==> src/rtl/control_unit.sv <==
// control_unit -- single-cycle ARM-subset main decoder with conditional execution.
//
// Purpose:
//   Decodes the current instruction word into datapath control signals,
//   holds the {N,Z,C,V} condition flags and gates every architectural write
//   (register file, data memory, PC) with the instruction's condition field.
//
// Ports:
//   clk        in   rising-edge clock
//   reset      in   synchronous, active-low reset (asserted when 0)
//   Instr      in   [31:0] current instruction word
//   ALUFlags   in   [3:0]  {N,Z,C,V} produced by the ALU this cycle
//   RegSrc     out  [1:0]  register-address mux selects
//   RegWrite   out         register file write enable
//   ImmSrc     out  [1:0]  extend unit select
//   ALUSrc     out         SrcB select (1 = ExtImm)
//   ALUControl out  [1:0]  00 ADD, 01 SUB, 10 AND, 11 ORR
//   MemtoReg   out         result select (1 = ReadData)
//   MemWrite   out         data memory write enable
//   PCSrc      out         PC mux select (1 = Result)
//   Trap       out         sticky illegal-instruction flag (CONTROL_UNIT_TRAP_EN only)
//
// Configuration:
//   CONTROL_UNIT_TRAP_EN -- when defined, an illegal instruction sets a sticky
//   Trap flag that blocks all writes and flag updates until reset. When not
//   defined, illegal instructions are plain no-ops.

module control_unit (
  input  logic        clk,
  input  logic        reset,
  input  logic [31:0] Instr,
  input  logic [3:0]  ALUFlags,
  output logic [1:0]  RegSrc,
  output logic        RegWrite,
  output logic [1:0]  ImmSrc,
  output logic        ALUSrc,
  output logic [1:0]  ALUControl,
  output logic        MemtoReg,
  output logic        MemWrite,
  output logic        PCSrc
`ifdef CONTROL_UNIT_TRAP_EN
  ,
  output logic        Trap
`endif
);

  logic [3:0] cond;
  logic [1:0] op;
  logic [5:0] funct;
  logic [3:0] cmd;
  logic [3:0] rd;

  assign cond  = Instr[31:28];
  assign op    = Instr[27:26];
  assign funct = Instr[25:20];
  assign cmd   = Instr[24:21];
  assign rd    = Instr[15:12];

  // Register-number and immediate fields are consumed by the datapath, not here.
  logic unused_instr_bits;
  assign unused_instr_bits = ^{Instr[19:16], Instr[11:0]};

  logic       reg_w;
  logic       mem_w;
  logic       branch;
  logic       dp_legal;
  logic       illegal;
  logic       pcs;
  logic       cond_ex;
  logic       trap_active;
  logic       write_en;
  logic [3:0] flags_q;
  logic [3:0] flags_d;

  // Main decode
  always_comb begin
    reg_w      = 1'b0;
    mem_w      = 1'b0;
    branch     = 1'b0;
    dp_legal   = 1'b0;
    illegal    = 1'b0;
    RegSrc     = 2'b00;
    ImmSrc     = 2'b00;
    ALUSrc     = 1'b0;
    ALUControl = 2'b00;
    MemtoReg   = 1'b0;
    case (op)
      2'b00: begin
        ALUSrc = funct[5];
        case (cmd)
          4'b0100: begin ALUControl = 2'b00; reg_w = 1'b1; dp_legal = 1'b1; end
          4'b0010: begin ALUControl = 2'b01; reg_w = 1'b1; dp_legal = 1'b1; end
          4'b0000: begin ALUControl = 2'b10; reg_w = 1'b1; dp_legal = 1'b1; end
          4'b1100: begin ALUControl = 2'b11; reg_w = 1'b1; dp_legal = 1'b1; end
          default: illegal = 1'b1;
        endcase
      end
      2'b01: begin
        ALUSrc = 1'b1;
        ImmSrc = 2'b01;
        if (funct[0]) begin
          reg_w    = 1'b1;
          MemtoReg = 1'b1;
        end else begin
          mem_w  = 1'b1;
          RegSrc = 2'b10;
        end
      end
      2'b10: begin
        branch = 1'b1;
        ImmSrc = 2'b10;
        ALUSrc = 1'b1;
        RegSrc = 2'b01;
      end
      default: illegal = 1'b1;
    endcase
  end

  // A register write to R15 is a jump.
  assign pcs = branch | (reg_w & (rd == 4'b1111));

  // Condition check uses only the registered flags of the previous instruction.
  always_comb begin
    logic n, z, c, v;
    {n, z, c, v} = flags_q;
    cond_ex = 1'b0;
    case (cond)
      4'b0000: cond_ex = z;
      4'b0001: cond_ex = ~z;
      4'b0010: cond_ex = c;
      4'b0011: cond_ex = ~c;
      4'b0100: cond_ex = n;
      4'b0101: cond_ex = ~n;
      4'b0110: cond_ex = v;
      4'b0111: cond_ex = ~v;
      4'b1000: cond_ex = c & ~z;
      4'b1001: cond_ex = ~c | z;
      4'b1010: cond_ex = (n == v);
      4'b1011: cond_ex = (n != v);
      4'b1100: cond_ex = ~z & (n == v);
      4'b1101: cond_ex = z | (n != v);
      4'b1110: cond_ex = 1'b1;
      default: cond_ex = 1'b0;
    endcase
  end

`ifdef CONTROL_UNIT_TRAP_EN
  logic trap_q;
  logic trap_d;

  // Set by any illegal decode, independent of the condition outcome.
  always_comb begin
    trap_d = trap_q | illegal;
  end

  always_ff @(posedge clk) begin
    if (!reset) trap_q <= 1'b0;
    else        trap_q <= trap_d;
  end

  assign trap_active = trap_q;
  assign Trap        = trap_q;
`else
  assign trap_active = 1'b0;
`endif

  // Reset and trap both suppress every architectural side effect.
  assign write_en = cond_ex & reset & ~trap_active;

  assign RegWrite = reg_w & write_en;
  assign MemWrite = mem_w & write_en;
  assign PCSrc    = pcs & write_en;

  // Logical ops leave C and V untouched.
  always_comb begin
    flags_d = flags_q;
    if (dp_legal && Instr[20] && cond_ex && !trap_active) begin
      flags_d[3:2] = ALUFlags[3:2];
      if (ALUControl == 2'b00 || ALUControl == 2'b01) flags_d[1:0] = ALUFlags[1:0];
    end
  end

  always_ff @(posedge clk) begin
    if (!reset) flags_q <= 4'b0000;
    else        flags_q <= flags_d;
  end

endmodule

==> config.mk <==
export PLATFORM = sky130hd
export DESIGN_NAME = control_unit
export DESIGN_NICKNAME = d
export VERILOG_FILES = /design/src/rtl/control_unit.sv
export SDC_FILE = /design/constraint.sdc
export NUM_CORES = 1
export LEC_CHECK = 0
export CAP_MARGIN = 20
export CORE_UTILIZATION = 30
export DETAILED_ROUTE_END_ITERATION = 16
export PLACE_DENSITY = 0.76
export SLEW_MARGIN = 20
export SYNTH_ARGS = -nofsm -noshare
export SYNTH_HDL_FRONTEND = slang
export SYNTH_SLANG_ARGS = --single-unit
==> constraint.sdc <==
create_clock -name clk -period 2.9 [get_ports clk]
set_clock_uncertainty 0.05 [all_clocks]
set_input_delay 0.435 -clock clk [delete_from_list [all_inputs] [get_ports clk]]
set_output_delay 0.435 -clock clk [all_outputs]
set_load 0.005 [all_outputs]
# [Word level (Yosys, flattened, before mapping)]
# Index checks and enable logic that the tools add are counted.
[word_totals] latchBits=0 ff_bits=4 mem_bits_ro=0 word_cells=64 ramBits=0 output_inout_bits=11 mem_count=0 input_bits=38
[op_classes] n_eq_ne=23 n_shift=0 multipliers=0 div=0 n_reduce_logical=10 add_sub_neg=0 n_lt_le_gt_ge=0 muxes=15 bitwise_logic=14
[op_table] operator="equality test 4 bit (second input constant)" count=9
[op_table] operator="equality test 4 x 3 -> 1 bit (second input constant)" count=5
[op_table] operator="case mux 1 bit (15 select lines)" count=1
[op_table] operator="equality test 4 x 2 -> 1 bit (second input constant)" count=3
[op_table] operator="zero test 4 bit" count=2
[op_table] operator="case mux 2 bit (2 select lines)" count=2
[op_table] operator="AND 1 bit" count=7
[op_table] operator="2-to-1 mux 1 bit" count=7
[op_table] operator="case mux 2 bit (3 select lines)" count=1
[op_table] operator="equality test 2 x 1 -> 1 bit (second input constant)" count=2
[op_table] operator="equality test 4 x 1 -> 1 bit (second input constant)" count=1
[op_table] operator="zero test 2 bit" count=2
[op_table] operator="2-to-1 mux 2 bit" count=2
[op_table] operator="inverter 1 bit" count=4
[op_table] operator="case mux 1 bit (2 select lines)" count=2
[op_table] operator="OR reduction 4 bit" count=1
[op_table] operator="OR 1 bit" count=3
[op_table] operator="equality test 2 bit (second input constant)" count=1
[op_table] operator="logical AND 1 bit" count=2
[op_table] operator="AND reduction 2 bit" count=1
[op_table] operator="OR reduction 2 bit" count=1
[op_table] operator="equality test 1 bit" count=1
[op_table] operator="logical OR 1 bit" count=1
[op_table] operator="!= test 1 bit" count=1

# [Longest topological paths before layout]
# Gate-level depths: netlist of the first run.
[depth] ltp_word=7 ltp_mapped=7 depth_no_buf=6

# [Least setup slack after synthesis of the first run]
# Ideal clock, no wire load.
[synth_timing] path_kind="input-to-output" startpoint="in Instr[28]" endpoint="out MemWrite" setup_slack_ns=0.630 path_stages=7 t_arrival_ns=1.785 required_time_ns=2.415 path_buffers=1 path_cell_list="buf_6 -> xor2_2 -> a22oi_2 -> nor3_1 -> or4_4 -> nor2_1 -> and3b_1"
[synth_via] elab_chain_len=4 word_cells_on_any_way=18 classes_between="14 x eq/ne; 1 x mux; 2 x bitwise; 1 x reduce/logical"
[synth_lines] item="start: declaration" line="31" rtl="input logic [31:0] Instr,"
[synth_lines] item="equality test 4 bit, or another cell as far along" line="127" rtl="case (cond)"
[synth_lines] item="case mux 1 bit (15 select lines) *" line="127"
[synth_lines] item="AND 1 bit *" line="168" rtl="assign write_en = cond_ex & reset & ~trap_active;"
[synth_lines] item="AND 1 bit *" line="171" rtl="assign MemWrite = mem_w & write_en;"
[synth_lines] item="end: declaration" line="39" rtl="output logic MemWrite,"
# Mark *: on every way between the ends. The rest lies on a longest branch, timed or not.

# [Worst setup path in the final report of the first run]
[layout_timing] startpoint="in Instr[30]" endpoint="out RegWrite"
[layout_via] elab_chain_len=4 word_cells_on_any_way=18 classes_between="14 x eq/ne; 1 x mux; 2 x bitwise; 1 x reduce/logical"
[layout_lines] item="equality test 4 bit, or another cell as far along" line="127"
[layout_lines] item="case mux 1 bit (15 select lines) *" line="127"
[layout_lines] item="AND 1 bit *" line="168"
[layout_lines] item="AND 1 bit *" line="170" rtl="assign RegWrite = reg_w & write_en;"
[layout_lines] item="end: declaration" line="34" rtl="output logic RegWrite,"
# Marked as above.

==> run metrics, run 1 <==
post-route clock period utilization 96.9%; Buf+Inv Stages, Crit Path 3; synthesized area per cell 7.84 µm²; commonest non-fill, non-tap cell in the layout clkdlybuf4s50_1; Core ar. 1780 µm²; CTS tree yes; fin nets 161; Final Setup Violations 0; WP data arrival 2.33 ns; FP Rows 15; Most common cell on crit path and3b_1; PD cells approximately 220 nW/µm²; Post-synth EDFFs 0; CP max-delay cell clkdlybuf4s50_1; Die H 46.3 µm; slew margin rel. between 70% and 80%; minimum clock period 2.81 ns; diode count 0; Core Util, Final between 50% and 60%; Worst-path clk slew ~0.040 ns; Highest Clock Rate 356 MHz; overall routing resource usage 14.5%; async set or reset register ratio after synthesis 0%; Crit. End Element output port; Vias 644; Setup Buffers After CTS 0; worst skew pair latency about 0.23 ns; initial antenna violation count 0; type of the worst min-delay path reg -> reg; top-area cell type share of the netlist area 13.6%; DRT antenna net count 0; DRC errors left 0; H-tree depth 1; capturing point of the worst reg2reg path flags_q[3]; Sum Neg Setup Slack 0 ns; XOR/XNOR share of the synthesized area around an eighth; routability congestion estimate about 0.77; first-pass GRT wire length 2.29 mm; Max clock buf depth 2; Hold Vio Cnt, Final 0; post-synthesis compound-gate area fraction about 13%; largest registers flags_q: 4 flops; Crit Path Category in -> out; share of layout cells above drive strength 1 19.0%; Buffers on Ports 32; number of detailed-route iterations in the first pass 3; synthesized instance count 75; commonest non-fill, non-tap cells in the layout 27 x clkdlybuf4s50_1, 10 x nand2_1, 9 x buf_4, 7 x nor2_1, 5 x ha_1; vias per cell 4.57; R2R depth 7; Post-Layout Cell Count 141; Top delay family on crit path buffers and inverters; Crit Path Max Fanout 8; worst vdd ir 178 µV; die width around 46 µm; Slew Viols, Final 0; top_reg_cell synth dfxtp_1; post-synthesis mux area share 8.72%; Initial Util between 30% and 40%; setup slack, reg-to-reg 0.93 ns; r2r startpoint flags_q[1]; slew of the pin with the lowest slew margin 0.314 ns; FF+latch count, synth 4; worst setup path endpoint RegWrite; Worst Setup SP Instr[30]; crit start category input port; Required @ worst endpoint roughly 2.4 ns; leakage power 0.445 nW; Max-Cap Viols 0; yosys warns 0; Biggest register flags_q; crit-path cells clkdlybuf4s15_1 -> and3b_1 -> a22oi_2 -> xor2_1 -> nor3b_2 -> buf_4 -> nor2_4 -> and3b_1 -> clkdlybuf4s50_1; synth top area cells dfxtp_1 14%, ha_1 11%, mux2i_1 6.8%, nand2_1 6.4%, xor2_1 6.0%; post-synthesis sequential area ratio 13.6%; Initial DRC Count 9; worst stage delay on the critical path 0.51 ns; number of flip-flops in the largest register 4; Root Buffer clkbuf_4; wirelength, routed 1.42 mm; largest family of logic cells by synthesized area simple AND/OR/NAND/NOR gates; largest net degree at the start of global routing 12; outcome completed; HPWL Detailed 1.23 mm; wire per inst 10.1 µm; Netlist Area Pre-Place just under 600 µm²; Synth cell types 30; Ports a little under 50; biggest area consumer among synthesized cells dfxtp_1; Post-Synth Adder-Cell Area a little over a tenth; Die ar. 2140 µm²; simple-gate share of the synthesized area 36.0%; Post-CTS Hold Buffers 0; vias in the first global route ~590; CTS buffer count 3; number of instances in the placed design 138; area delta synth->final 71.9%; clk sinks 4; Crit path depth 9; GRT overflow 0; syn nets 118
-- routing by layer --
metal / part of all wire, % / track usage [%] / wire [µm] / up-vias
li1: - / - / - / 345
met1: 43 / 17.2 / 605 / 286
met2: 54 / 26.8 / 767 / 13
met3: 3.5 / 3.53 / 50 / 0
met4: 0 / 1.76 / 0 / 0
met5: 0 / 0 / 0 / -
-- cells in the mapped netlist, types with 3 or more instances --
| master | number |
|---|---|
| nand2_1 | 10 |
| nor2_1 | 8 |
| ha_1 | 5 |
| dfxtp_1 | 4 |
| mux2i_1 | 4 |
| nor3_1 | 4 |
| nor3b_1 | 4 |
| xor2_1 | 4 |
| a21oi_1 | 3 |
| and3b_1 | 3 |
-- worst min path at each step --
stage / startpoint / to / slack (ns) / cells after the start
after floorplan: flags_q[2] / flags_q[2] / 0.42 / 2
after global placement: flags_q[0] / flags_q[0] / 0.44 / 2
after detailed placement: flags_q[0] / flags_q[0] / 0.45 / 2
after CTS: flags_q[0] / flags_q[0] / 0.45 / 2
after global routing: flags_q[0] / flags_q[0] / 0.48 / 2
final: flags_q[0] / flags_q[0] / 0.45 / 2
-- worst reg2reg max path, cell delays in order (launching register included) --
cell and delay, ns:
dfxtp_1 0.33, xor2_2 0.18, a22oi_2 0.18, nor3_1 0.06, or4_4 0.54, buf_4 0.16, o21ai_2 0.19, mux2i_1 0.20
-- metrics by stage --
stage | hold WS [ns] | area, µm² | power [mW] | setup WS, ns
detailed placement | 0.449 | 980 | 0.158 | -0.409
global route | 0.481 | 1010 | 0.245 | -0.00605
CTS | 0.453 | 1010 | 0.226 | 0.00333
finish | 0.453 | 1010 | 0.224 | 0.0885
global placement | 0.443 | 980 | 0.156 | -0.386
floorplan | 0.423 | 588 | 0.0981 | 0.630
-- power breakdown --
group,switching [mW],internal (mW)
registers,0.000515,0.0557
clock network,0.0193,0.0461
logic,0.0390,0.0631
total,0.0588,0.165
-- cells by family (layout without fill, tap and decap cells) --
family	count (synthesis)	count (layout)
mux	5	5
flops	4	4
fa+ha+maj	5	5
buf+inv	5	46
simple gates	38	38
xor+xnor	7	7
compound gates	11	11
-- repair_timing --
action | CTS | global route
gates resized for setup | 9 | 5
pin swaps | 0 | 2
endpoints found under the setup margin | 3 | 2
-- area by class of cell --
cell class,instances,area [µm²]
Timing Repair Buffer,41,379
Sequential cell,4,80.1
Multi-Input combinational cell,66,490
Inverter,2,7.51
Fill cell,171,772
Clock buffer,3,22.5
Tap cell,25,31.3
Power figures use the tool's default switching activity.
==> inputs of run 2 (changes only) <==
--- a/config.mk
+++ b/config.mk
@@ -5,7 +5,7 @@
 export SDC_FILE = /design/constraint.sdc
 export NUM_CORES = 1
 export LEC_CHECK = 0
-export CAP_MARGIN = 20
+export CAP_MARGIN = 5
 export CORE_UTILIZATION = 30
 export DETAILED_ROUTE_END_ITERATION = 16
 export PLACE_DENSITY = 0.76
==> results of run 2 <==
Same layout as run 1: the final DEF is identical, and so are final timing and power.
==> inputs of run 3 (changes only) <==
--- a/config.mk
+++ b/config.mk
@@ -13,3 +13,4 @@
 export SYNTH_ARGS = -nofsm -noshare
 export SYNTH_HDL_FRONTEND = slang
 export SYNTH_SLANG_ARGS = --single-unit
+export TNS_END_PERCENT = 30
==> run 3 against run 2 <==
Compared with the run above:
- via count shrank 0.62%
- sequential share of layout area up 0.19 points
- sequential power about the same
- critical path depth did not move
- clock power about the same
- register-to-register slack barely moved
- worst setup slack improved by 0.017 ns
- count of clock-buffer cells in the layout stayed put
- cell count is the same
- non-clock buffer count is the same
- routed wire length decreased by 1.1%
- total power shrank 0.40%
==> run metrics, run 3 (synthesized netlist as in run 1, its figures left out) <==
Crit Path Max Fanout 5 (-3); Biggest register flags_q; wire per inst 9.99 µm (-1.1%); Core ar. 1780 µm² (unchanged); Ports 49 (unchanged); number of detailed-route iterations in the first pass 3 (unchanged); vias in the first global route 580 (-2.0%); share of layout cells above drive strength 1 19.8% (+0.86 points); Worst-path clk slew 0.04 ns (about the same); CTS tree yes; Crit Path Category in -> out; Root Buffer clkbuf_4; setup ws final 0.105 ns (+0.0170 ns); vias per cell 4.54 (-0.62%); DRC errors left 0 (unchanged); diode count 0 (unchanged); area delta synth->final 70.4%; largest registers flags_q: 4 flops; commonest non-fill, non-tap cell in the layout clkdlybuf4s50_1; crit start category input port; worst vdd ir 178 µV (about the same); Worst Setup Slack post-DPL -0.409 ns (unchanged); wirelength, routed 1.41 mm (-1.1%); RSZ-0062 raised after global routing false; first-pass GRT wire length 2.27 mm (-0.87%); minimum clock period 2.79 ns (-0.0170 ns); post-route clock period utilization 96.4% (-0.59 points); worst skew pair latency 0.23 ns (about the same); Vias 640 (-0.62%); die width 46.3 µm (unchanged); slew margin rel. 79.0% (unchanged); outcome completed; Initial Util 33.0% (unchanged); WP data arrival 2.31 ns (-0.02 ns); Final Setup Violations 0 (unchanged); Max-Cap Viols 0 (unchanged); DRT antenna net count 0 (unchanged); routability congestion estimate 0.767 (unchanged); Required @ worst endpoint 2.41 ns (about the same); Slew Viols, Final 0 (unchanged); placed cell area 980 µm² (unchanged); H-tree depth 1 (unchanged); number of flip-flops in the largest register 4 (unchanged); leakage power 0.445 nW (about the same); PD cells 222 nW/µm² (+0.47%); Initial DRC Count 6 (-3); CTS buffer count 3 (unchanged); Die ar. 2140 µm² (unchanged); Die H 46.3 µm (unchanged); Highest Clock Rate 358 MHz (+0.61%); GRT overflow 0 (unchanged); type of the worst min-delay path reg -> reg; Buffers on Ports 32 (unchanged); Crit. End Element output port; HPWL Detailed 1.23 mm (unchanged); overall routing resource usage 14.5% (-0.080 points); final instance area 1000 µm² (-0.87%); fin nets 161 (unchanged); clk sinks 4 (unchanged); Max clock buf depth 2 (unchanged); Hold Vio Cnt, Final 0 (unchanged); commonest non-fill, non-tap cells in the layout 27 x clkdlybuf4s50_1, 10 x nand2_1, 9 x buf_4, 7 x nor2_1, 5 x ha_1; FP Rows 15 (unchanged); slew of the pin with the lowest slew margin 0.314 ns (unchanged); largest net degree at the start of global routing 12 (unchanged); initial antenna violation count 0 (unchanged); Setup Buffers After CTS 0 (unchanged)
-- run 3: power breakdown --
| part | total (mW) | internal [mW] | switching, mW |
|---|---|---|---|
| Sequential | 0.0562 | 0.0557 | 0.000490 |
| Combinational | 0.101 | 0.0625 | 0.0387 |
| Clock | 0.0655 | 0.0461 | 0.0194 |
-- run 3: worst max-delay path, stage by stage --
cell and delay, ns:
dlygate4sd2_1 0.28, and3b_1 0.18, a22oi_1 0.22, xor2_1 0.12, nor3b_2 0.19, buf_4 0.16, nor2_4 0.04, and3b_1 0.19
clkdlybuf4s50_1 0.51
-- run 3: final timing paths --
kind,startpoint,to,slack [ns],cells past startpoint
worst max-delay path,Instr[31],RegWrite,0.11,9
worst min register to register,flags_q[0],flags_q[0],0.45,2
worst max register to register,flags_q[1],flags_q[3],0.93,7
worst min-delay path,flags_q[0],flags_q[0],0.45,2
-- run 3: routing by layer --
layer	global-route usage (%)	up-vias	part of all wire, %
li1	-	344	-
met1	17.2	283	41
met2	26.5	13	55
met3	3.53	0	3.9
met4	1.76	0	0
met5	0	-	0
-- run 3: final cells by class --
class | instances | area (µm²)
clock buffers | 3 | 22.5
fillers | 167 | 781
inverters | 2 | 7.51
multi-input cells | 66 | 485
flip-flops and latches | 4 | 81.3
well taps | 25 | 31.3
repair buffers | 41 | 374
-- run 3: timing repair --
action | CTS | global route
resized for setup | 6 | 8
pin swaps | 0 | 1
hold buffers | 0 | 0
endpoints found under the setup margin | 3 | 2
-- run 3: per-stage QoR --
step | util, % | hold slack [ns] | TNS, ns | power, mW | std cells
final | 56.2 | 0.449 | 0 | 0.223 | 141
after global routing | 56.2 | 0.481 | 0 | 0.244 | 141
after CTS | 56.0 | 0.453 | -0.215 | 0.224 | 141
after detailed placement | 54.9 | 0.449 | -1.10 | 0.158 | 138
after global placement | 54.9 | 0.443 | -1.04 | 0.156 | 138
after floorplan | - | 0.423 | 0 | 0.0981 | 75
